===== config.mk =====
export PLATFORM = sky130hd
export DESIGN_NAME = tp_pattern_fill_flat
export DESIGN_NICKNAME = d
export VERILOG_FILES = /design/src/rtl/tp_pattern_fill_pkg.sv /design/src/rtl/tp_pattern_fill_if.sv /design/src/rtl/tp_pattern_fill_pix_counter.sv /design/src/rtl/tp_pattern_fill.sv /design/src/flat_wrapper.sv
export SDC_FILE = /design/constraint.sdc
export NUM_CORES = 1
export LEC_CHECK = 0
export CAP_MARGIN = 10
export CORE_MARGIN = 1
export CORE_UTILIZATION = 45
export CTS_CLUSTER_SIZE = 28
export DETAILED_ROUTE_END_ITERATION = 10
export GPL_ROUTABILITY_DRIVEN = 1
export HOLD_SLACK_MARGIN = 0.1
export PLACE_DENSITY = 0.66
export SLEW_MARGIN = 40
export SYNTH_ARGS = -nofsm -noshare
export SYNTH_HDL_FRONTEND = slang
export SYNTH_SLANG_ARGS = --single-unit

===== constraint.sdc =====
create_clock -name px_clk -period 1.6 [get_ports px_clk]
set_input_delay 0.48 -clock px_clk [delete_from_list [all_inputs] [get_ports px_clk]]
set_output_delay 0.48 -clock px_clk [all_outputs]
set_load 0.01 [all_outputs]

===== src/rtl/tp_pattern_fill_pkg.sv =====
// Shared types and sizes for the test-pattern fill stage and its timing generator.
package tp_pkg;

  localparam int unsigned HACT      = 640;
  localparam int unsigned VACT      = 480;
  localparam int unsigned X_W       = 10;
  localparam int unsigned Y_W       = 9;
  localparam int unsigned BAR_IDX_W = 3;
  localparam int unsigned CH_W      = 8;

  typedef enum logic [1:0] {
    TP_BARS  = 2'd0,
    TP_RAMP  = 2'd1,
    TP_CHECK = 2'd2,
    TP_SOLID = 2'd3
  } tp_mode_e;

  typedef struct packed {
    logic [CH_W-1:0] r;
    logic [CH_W-1:0] g;
    logic [CH_W-1:0] b;
  } rgb_t;

  // Expand a single colour bit to a full-scale channel value.
  function automatic logic [CH_W-1:0] bit_expand(input logic v);
    return v ? {CH_W{1'b1}} : {CH_W{1'b0}};
  endfunction

endpackage


===== src/rtl/tp_pattern_fill_if.sv =====
// Sync/pixel bus between the VGA timing generator, the pattern stage and its sink.
interface tp_pattern_fill_if;

  logic       vsync_i;
  logic       hsync_i;
  logic       dval_i;
  logic [1:0] mode_i;
  logic       vsync_o;
  logic       hsync_o;
  logic       dval_o;
  logic [7:0] rdata_o;
  logic [7:0] gdata_o;
  logic [7:0] bdata_o;
  logic       line_err_o;

  modport master (
    output vsync_i, hsync_i, dval_i, mode_i,
    input  vsync_o, hsync_o, dval_o, rdata_o, gdata_o, bdata_o, line_err_o
  );

  modport slave (
    input  vsync_i, hsync_i, dval_i, mode_i,
    output vsync_o, hsync_o, dval_o, rdata_o, gdata_o, bdata_o, line_err_o
  );

endinterface


===== src/rtl/tp_pattern_fill_pix_counter.sv =====
// Edge detection plus x / y / bar-index counters; outputs form pipeline stage 1.
module tp_pix_counter
  import tp_pkg::*;
#(
  parameter int unsigned HACT  = tp_pkg::HACT,
  parameter int unsigned VACT  = tp_pkg::VACT,
  parameter int unsigned BAR_W = 80
) (
  input  logic                 px_clk,
  input  logic                 sys_rst,
  input  logic                 i_vsync,
  input  logic                 i_hsync,
  input  logic                 i_dval,
  output logic                 o_vs_rise_c,
  output logic [X_W-1:0]       o_x,
  output logic [Y_W-1:0]       o_y,
  output logic [BAR_IDX_W-1:0] o_bar,
  output logic                 o_vsync,
  output logic                 o_hsync,
  output logic                 o_dval,
  output logic                 o_line_err
);

  localparam int unsigned            BP_W     = (BAR_W > 1) ? $clog2(BAR_W) : 1;
  localparam logic [X_W-1:0]         X_MAX    = '1;
  localparam logic [X_W-1:0]         X_HACT   = X_W'(HACT);
  localparam logic [Y_W-1:0]         Y_LAST   = Y_W'(VACT - 1);
  localparam logic [BP_W-1:0]        BP_LAST  = BP_W'(BAR_W - 1);
  localparam logic [BAR_IDX_W-1:0]   BAR_LAST = '1;

  logic [X_W-1:0]       r_x_cnt;
  logic [Y_W-1:0]       r_y_cnt;
  logic [BP_W-1:0]      r_bar_pix;
  logic [BAR_IDX_W-1:0] r_bar_idx;
  logic                 r_vsync_d;
  logic                 r_hsync_d;
  logic                 r_dval_d;
  logic [X_W-1:0]       r_x_q;
  logic [Y_W-1:0]       r_y_q;
  logic [BAR_IDX_W-1:0] r_bar_q;
  logic                 r_line_err;
  logic                 w_vs_rise;
  logic                 w_dval_fall;

  assign w_vs_rise   = i_vsync & ~r_vsync_d;
  assign w_dval_fall = ~i_dval & r_dval_d;

  // Counters hold the index of the pixel presented this cycle; stage-1 regs capture it.
  always_ff @(posedge px_clk) begin
    if (sys_rst) begin
      r_x_cnt    <= '0;
      r_y_cnt    <= '0;
      r_bar_pix  <= '0;
      r_bar_idx  <= '0;
      r_vsync_d  <= 1'b0;
      r_hsync_d  <= 1'b0;
      r_dval_d   <= 1'b0;
      r_x_q      <= '0;
      r_y_q      <= '0;
      r_bar_q    <= '0;
      r_line_err <= 1'b0;
    end else begin
      r_vsync_d  <= i_vsync;
      r_hsync_d  <= i_hsync;
      r_dval_d   <= i_dval;
      r_x_q      <= r_x_cnt;
      r_y_q      <= r_y_cnt;
      r_bar_q    <= r_bar_idx;
      r_line_err <= w_dval_fall & (r_x_cnt != X_HACT);

      if (i_dval) begin
        if (r_x_cnt != X_MAX) r_x_cnt <= r_x_cnt + X_W'(1);
        if (r_bar_pix == BP_LAST) begin
          r_bar_pix <= '0;
          if (r_bar_idx != BAR_LAST) r_bar_idx <= r_bar_idx + BAR_IDX_W'(1);
        end else begin
          r_bar_pix <= r_bar_pix + BP_W'(1);
        end
      end else begin
        r_x_cnt   <= '0;
        r_bar_pix <= '0;
        r_bar_idx <= '0;
      end

      // Frame start takes priority over an end-of-line in the same cycle.
      if (w_vs_rise) begin
        r_y_cnt <= '0;
      end else if (w_dval_fall && (r_y_cnt != Y_LAST)) begin
        r_y_cnt <= r_y_cnt + Y_W'(1);
      end
    end
  end

  assign o_vs_rise_c = w_vs_rise;
  assign o_x         = r_x_q;
  assign o_y         = r_y_q;
  assign o_bar       = r_bar_q;
  assign o_vsync     = r_vsync_d;
  assign o_hsync     = r_hsync_d;
  assign o_dval      = r_dval_d;
  assign o_line_err  = r_line_err;

endmodule


===== src/rtl/tp_pattern_fill.sv =====
// Test-pattern fill stage: two-cycle pipeline from timing-generator syncs to RGB888.
module tp_pattern_fill
  import tp_pkg::*;
#(
  parameter int unsigned HACT      = tp_pkg::HACT,
  parameter int unsigned VACT      = tp_pkg::VACT,
  parameter int unsigned BAR_W     = 80,
  parameter int unsigned CHK_SHIFT = 5
) (
  input  logic               px_clk,
  input  logic               sys_rst,
  tp_pattern_fill_if.slave   bus
);

  logic                 w_vs_rise_c;
  logic [X_W-1:0]       w_x;
  logic [Y_W-1:0]       w_y;
  logic [BAR_IDX_W-1:0] w_bar;
  logic                 w_vsync_s1;
  logic                 w_hsync_s1;
  logic                 w_dval_s1;
  logic                 w_err_s1;
  logic                 w_chk;
  logic                 w_unused;
  rgb_t                 w_rgb;

  tp_mode_e             r_mode_q;
  logic [CH_W-1:0]      r_frame_cnt;
  logic                 r_vsync_o;
  logic                 r_hsync_o;
  logic                 r_dval_o;
  logic                 r_line_err;
  rgb_t                 r_rgb;

  tp_pix_counter #(
    .HACT  (HACT),
    .VACT  (VACT),
    .BAR_W (BAR_W)
  ) u_pix_counter (
    .px_clk      (px_clk),
    .sys_rst     (sys_rst),
    .i_vsync     (bus.vsync_i),
    .i_hsync     (bus.hsync_i),
    .i_dval      (bus.dval_i),
    .o_vs_rise_c (w_vs_rise_c),
    .o_x         (w_x),
    .o_y         (w_y),
    .o_bar       (w_bar),
    .o_vsync     (w_vsync_s1),
    .o_hsync     (w_hsync_s1),
    .o_dval      (w_dval_s1),
    .o_line_err  (w_err_s1)
  );

  assign w_chk    = w_x[CHK_SHIFT] ^ w_y[CHK_SHIFT];
  assign w_unused = ^{w_x[1:0], w_y[0]};

  // Pattern select on stage-1 coordinates; blanked outside active video.
  always_comb begin
    w_rgb = '0;
    case (r_mode_q)
      TP_BARS: begin
        w_rgb.r = bit_expand(~w_bar[1]);
        w_rgb.g = bit_expand(~w_bar[2]);
        w_rgb.b = bit_expand(~w_bar[0]);
      end
      TP_RAMP: begin
        w_rgb.r = w_x[X_W-1:2];
        w_rgb.g = w_x[X_W-1:2];
        w_rgb.b = w_x[X_W-1:2];
      end
      TP_CHECK: begin
        w_rgb.r = bit_expand(w_chk);
        w_rgb.g = bit_expand(w_chk);
        w_rgb.b = bit_expand(w_chk);
      end
      TP_SOLID: begin
        w_rgb.r = r_frame_cnt;
        w_rgb.g = ~r_frame_cnt;
        w_rgb.b = w_y[Y_W-1:1];
      end
    endcase
    if (!w_dval_s1) w_rgb = '0;
  end

  // Mode and frame count only change at frame start, so a frame is never mixed.
  always_ff @(posedge px_clk) begin
    if (sys_rst) begin
      r_mode_q    <= TP_BARS;
      r_frame_cnt <= '0;
      r_vsync_o   <= 1'b0;
      r_hsync_o   <= 1'b0;
      r_dval_o    <= 1'b0;
      r_line_err  <= 1'b0;
      r_rgb       <= '0;
    end else begin
      if (w_vs_rise_c) begin
        r_mode_q    <= tp_mode_e'(bus.mode_i);
        r_frame_cnt <= r_frame_cnt + CH_W'(1);
      end
      r_vsync_o  <= w_vsync_s1;
      r_hsync_o  <= w_hsync_s1;
      r_dval_o   <= w_dval_s1;
      r_line_err <= w_err_s1;
      r_rgb      <= w_rgb;
    end
  end

  assign bus.vsync_o    = r_vsync_o;
  assign bus.hsync_o    = r_hsync_o;
  assign bus.dval_o     = r_dval_o;
  assign bus.rdata_o    = r_rgb.r;
  assign bus.gdata_o    = r_rgb.g;
  assign bus.bdata_o    = r_rgb.b;
  assign bus.line_err_o = r_line_err;

endmodule


===== src/flat_wrapper.sv =====
// flat-port wrapper written by rule: the top's interface ports become plain ports
module tp_pattern_fill_flat import tp_pkg::*;
#(
  parameter int unsigned HACT      = tp_pkg::HACT,
  parameter int unsigned VACT      = tp_pkg::VACT,
  parameter int unsigned BAR_W     = 80,
  parameter int unsigned CHK_SHIFT = 5
)
  (px_clk, sys_rst, bus_vsync_i, bus_hsync_i, bus_dval_i, bus_mode_i, bus_vsync_o, bus_hsync_o, bus_dval_o, bus_rdata_o, bus_gdata_o, bus_bdata_o, bus_line_err_o);
  tp_pattern_fill_if bus_i ();
  input  logic px_clk;
  input  logic sys_rst;
  input wire logic [$bits(bus_i.vsync_i)-1:0] bus_vsync_i;
  input wire logic [$bits(bus_i.hsync_i)-1:0] bus_hsync_i;
  input wire logic [$bits(bus_i.dval_i)-1:0] bus_dval_i;
  input wire logic [$bits(bus_i.mode_i)-1:0] bus_mode_i;
  output wire logic [$bits(bus_i.vsync_o)-1:0] bus_vsync_o;
  output wire logic [$bits(bus_i.hsync_o)-1:0] bus_hsync_o;
  output wire logic [$bits(bus_i.dval_o)-1:0] bus_dval_o;
  output wire logic [$bits(bus_i.rdata_o)-1:0] bus_rdata_o;
  output wire logic [$bits(bus_i.gdata_o)-1:0] bus_gdata_o;
  output wire logic [$bits(bus_i.bdata_o)-1:0] bus_bdata_o;
  output wire logic [$bits(bus_i.line_err_o)-1:0] bus_line_err_o;
  assign bus_i.vsync_i = bus_vsync_i;
  assign bus_i.hsync_i = bus_hsync_i;
  assign bus_i.dval_i = bus_dval_i;
  assign bus_i.mode_i = bus_mode_i;
  assign bus_vsync_o = bus_i.vsync_o;
  assign bus_hsync_o = bus_i.hsync_o;
  assign bus_dval_o = bus_i.dval_o;
  assign bus_rdata_o = bus_i.rdata_o;
  assign bus_gdata_o = bus_i.gdata_o;
  assign bus_bdata_o = bus_i.bdata_o;
  assign bus_line_err_o = bus_i.line_err_o;
  tp_pattern_fill #(.HACT(HACT), .VACT(VACT), .BAR_W(BAR_W), .CHK_SHIFT(CHK_SHIFT)) u_core (.px_clk(px_clk), .sys_rst(sys_rst), .bus(bus_i));
endmodule

==> metrics.csv, run 1 <==
stage;metric;value;unit
timing;tns;0;ns
placement;placed_cell_area;3923;um^2
floorplan;start_util;46.90;%
timing;max-slew-margin-rel;69.72;%
worst_hold_path;hold_path_depth;1;
clocking;clock-root-buffer;clkbuf_8;
logic_synthesis;syn-mean-instance-area;9.658;um^2
layout;final_area;4119;um^2
setup_path;cp-start-kind;primary input;
clocking;cts_tree;built;
timing;finalSetupViolations;0;
timing;fin_skew;0.007230;ns
logic_synthesis;ys_seq_area_share;52.40;%
clocking;cts_sinks;90;
timing;min_period_over_period;94.50;%
floorplan;dieArea;7994;um^2
global_route;grt_first_pass_wirelength;10.65;mm
logic_synthesis;synth_area;3438;um^2
layout;fillers;669;
global_route;grt_start_max_net_pins;26;
detailed_routing;wire_per_inst;12.65;um
setup_path;cp-end-kind;register;
clocking;htree_levels;3;
clocking;hold_buffers;0;
global_route;grt_pass1_vias;2228;
outcome;status;finished clean;
detailed_routing;ant_nets;0;
setup_path;rr_startpoint;u_core.u_pix_counter.r_bar_pix[0];
clocking;cts.clk_slew.worst_paths;0.09;ns
layout;n_antenna_cell;0;
logic_synthesis;ys_ff_latch;90;
worst_hold_path;hp-class;register to register;
setup_path;r2r_cells;6;
detailed_routing;drt_iter0_markers;64;
placement;dp_hpwl;4.587;mm
logic_synthesis;ys_warn_count;0;
layout;syn_to_final_growth;19.80;%
floorplan;num_rows;31;
setup_path;cp_max_fo;6;
worst_hold_path;holdPathEnd;u_core.u_pix_counter.r_bar_pix[0];
floorplan;die_w;89.41;um
detailed_routing;wl;6.339;mm
timing;max_slew.worst_pin.slew;0.4533;ns
layout;layout-drive-gt1-share;11.19;%
layout;layout_commonest_cell;dfxtp_1;
detailed_routing;firstDrtPassIters;4;
timing;drv_slew;0;
placement;place.gp.congestion;0.7979;
floorplan;coreArea;7331;um^2
setup_path;r2r_slack;0.11;ns
power;total_power;4010;uW
floorplan;die_h;89.41;um
global_route;antenna_found_initial;0;
detailed_routing;viasPerCell;5.068;
power;vdd_drop_max;468.2;uV
global_route;grtUsageTotal;17.71;%
detailed_routing;vias;2539;
flow_run;drv_cap;0;
timing;finalCriticalPeriod;1.512;ns
detailed_routing;drc_errors;0;
setup_path;arrival;1.81;ns
logic_synthesis;synthCells;356;
timing;finalHoldViolations;0;
setup_path;worstPathRequired;1.90;ns
logic_synthesis;syn_nets;370;
worst_hold_path;min_from;u_core.u_pix_counter.r_bar_pix[0];
clocking;clock_latency;0.36;ns
placement;io_buffers;34;
logic_synthesis;yosys.cell_types.count;45;
power;p_leak;0.001593;uW
layout;final_cell_mix;dfxtp_1, nor2_1;
clocking;cts_buffer_depth;2;
clocking;numCtsBuffers;9;
timing;fmax;661.4;MHz
timing;rsz0062_at_grt;no;
power;power_density;973.5;nW/um^2
setup_path;critical_path_class;primary input to register;
floorplan;io_pins;35;
layout;num-nets-final;411;
global_route;grt_overflow;0;
setup_path;rr_endpoint;u_core.u_pix_counter.r_bar_idx[0];
-- worst max-delay path by stage --
stage	from	end	slack, ns	depth (start not counted)
after global routing	u_core.u_pix_counter.r_y_cnt[1]	u_core.u_pix_counter.r_y_cnt[6]	0.03	4
final	sys_rst	u_core.u_pix_counter.r_x_cnt[5]	0.09	4
after CTS	bus_vsync_i	u_core.r_frame_cnt[7]	0.03	5
after global placement	bus_dval_i	u_core.u_pix_counter.r_y_cnt[8]	-0.27	5
after floorplan	sys_rst	u_core.u_pix_counter.r_x_cnt[5]	0.16	4
after detailed placement	bus_vsync_i	u_core.r_frame_cnt[7]	-0.35	5
-- power breakdown --
part | total (uW) | internal [uW] | switching (uW)
clock network | 1480 | 606 | 874
registers | 2310 | 2290 | 26.7
logic | 216 | 100 | 116
total | 4010 | 2990 | 1020
-- sequential cells by signal (all words and copies together), names as in the netlist, 2 cells and up --
| name | cells |
|---|---|
| u_core.r_frame_cnt | 8 |
| u_core.bus.bdata_o | 8 |
| u_core.u_pix_counter.r_bar_idx | 3 |
| u_core.u_pix_counter.r_x_cnt | 10 |
| u_core.u_pix_counter.r_y_cnt | 9 |
| u_core.r_mode_q | 2 |
| u_core.u_pix_counter.o_x | 8 |
| u_core.bus.gdata_o | 8 |
| u_core.u_pix_counter.o_y | 8 |
| u_core.u_pix_counter.o_bar | 3 |
| u_core.u_pix_counter.r_bar_pix | 7 |
| u_core.bus.rdata_o | 8 |
-- repair_timing --
item | in CTS | in global routing
setup endpoints to repair | 28 | 6
setup buffers | 0 | 2
gates resized for setup | 28 | 7
pin swaps | 0 | 2
-- area by class of cell --
type / instances / area [um^2] / share of cell area, %
clock buffer: 9 / 123.9 / 3.007
tap: 99 / 123.9 / 3.007
clock inverter: 7 / 71.32 / 1.731
multi-input combinational: 240 / 1540 / 37.39
timing repair buffer: 48 / 425.4 / 10.33
inverter: 8 / 30.03 / 0.7290
sequential: 90 / 1804 / 43.80
-- cell families after synthesis --
logic type | after synthesis | share of synthesized area, %
AND/OR/NAND/NOR | 148 | 24.09
adder cells (fa/ha/maj) | 7 | 2.547
flip-flops | 90 | 52.40
buffers and inverters | 26 | 3.275
XOR/XNOR | 17 | 4.330
AO/OA/AOI/OAI | 61 | 11.32
multiplexers | 7 | 2.038
-- routing by layer --
| metal | vias up | global-route usage [%] | routed length [um] |
|---|---|---|---|
| met5 | - | 0 | 0 |
| met4 | 0 | 7.215 | 144 |
| met3 | 11 | 4.155 | 236 |
| met2 | 57 | 28.24 | 2951 |
| met1 | 1147 | 23.19 | 3007 |
| li1 | 1324 | - | - |
-- Yosys cell counts, drive strengths merged --
| cell type | n | area [um^2] |
|---|---|---|
| nand3 | 8 | 45.04 |
| buf | 11 | 56.30 |
| a21oi | 15 | 75.07 |
| o21ai | 10 | 50.04 |
| nor2b | 28 | 175.2 |
| nor4 | 2 | 12.51 |
| xor2 | 6 | 52.55 |
| a31oi | 28 | 175.2 |
| ha | 7 | 87.58 |
| a311oi | 2 | 35.04 |
| inv | 8 | 30.03 |
| nand2b | 12 | 75.07 |
| and3 | 4 | 25.02 |
| mux2i | 7 | 70.07 |
| nor3b | 3 | 27.52 |
| and4 | 1 | 8.760 |
| nand4 | 4 | 31.28 |
| o31ai | 1 | 12.51 |
| a211oi | 2 | 15.01 |
| dfxtp | 90 | 1802 |
| or4 | 1 | 7.510 |
| a41o | 1 | 10.01 |
| o311ai | 1 | 8.760 |
| nor3 | 9 | 50.05 |
| or3 | 6 | 37.54 |
| nor4b | 4 | 50.05 |
| nand3b | 3 | 22.52 |
| or2 | 1 | 6.260 |
| o211ai | 1 | 7.510 |
| nand2 | 28 | 105.1 |
| and2 | 2 | 12.51 |
| nor2 | 30 | 112.6 |
| xnor2 | 11 | 96.34 |
| and4b | 2 | 23.77 |
| clkbuf | 7 | 26.28 |
-- through the flow --
| stage | hold slack (ns) | util [%] | setup slack [ns] | cells |
|---|---|---|---|---|
| floorplan | 0.4132 | - | 0.1570 | 356 |
| global placement | 0.4200 | 53.51 | -0.2663 | 483 |
| detailed placement | 0.4272 | 53.51 | -0.3494 | 483 |
| CTS | 0.4498 | 55.69 | 0.02901 | 499 |
| global route | 0.4493 | 56.19 | 0.02812 | 501 |
| finish | 0.4200 | 56.19 | 0.08805 | 501 |
-- worst max-delay path: stages --
cell and delay, ns:
clkdlybuf4s50_1 0.51, nand2b_1 0.24, or4_1 0.51, nand2_1 0.07
Power figures use the tool's default switching activity.
==> run 2: changes to the inputs <==
--- a/config.mk
+++ b/config.mk
@@ -5,7 +5,6 @@
 export SDC_FILE = /design/constraint.sdc
 export NUM_CORES = 1
 export LEC_CHECK = 0
-export CAP_MARGIN = 10
 export CORE_MARGIN = 1
 export CORE_UTILIZATION = 45
 export CTS_CLUSTER_SIZE = 28
==> results of run 2 <==
Final layout, timing and power as in run 1 (identical DEF).
==> run 3: changes to the inputs <==
--- a/config.mk
+++ b/config.mk
@@ -10,7 +10,6 @@
 export CTS_CLUSTER_SIZE = 28
 export DETAILED_ROUTE_END_ITERATION = 10
 export GPL_ROUTABILITY_DRIVEN = 1
-export HOLD_SLACK_MARGIN = 0.1
 export PLACE_DENSITY = 0.66
 export SLEW_MARGIN = 40
 export SYNTH_ARGS = -nofsm -noshare
==> results of run 3 <==
Final layout, timing and power as in run 1 (identical DEF).
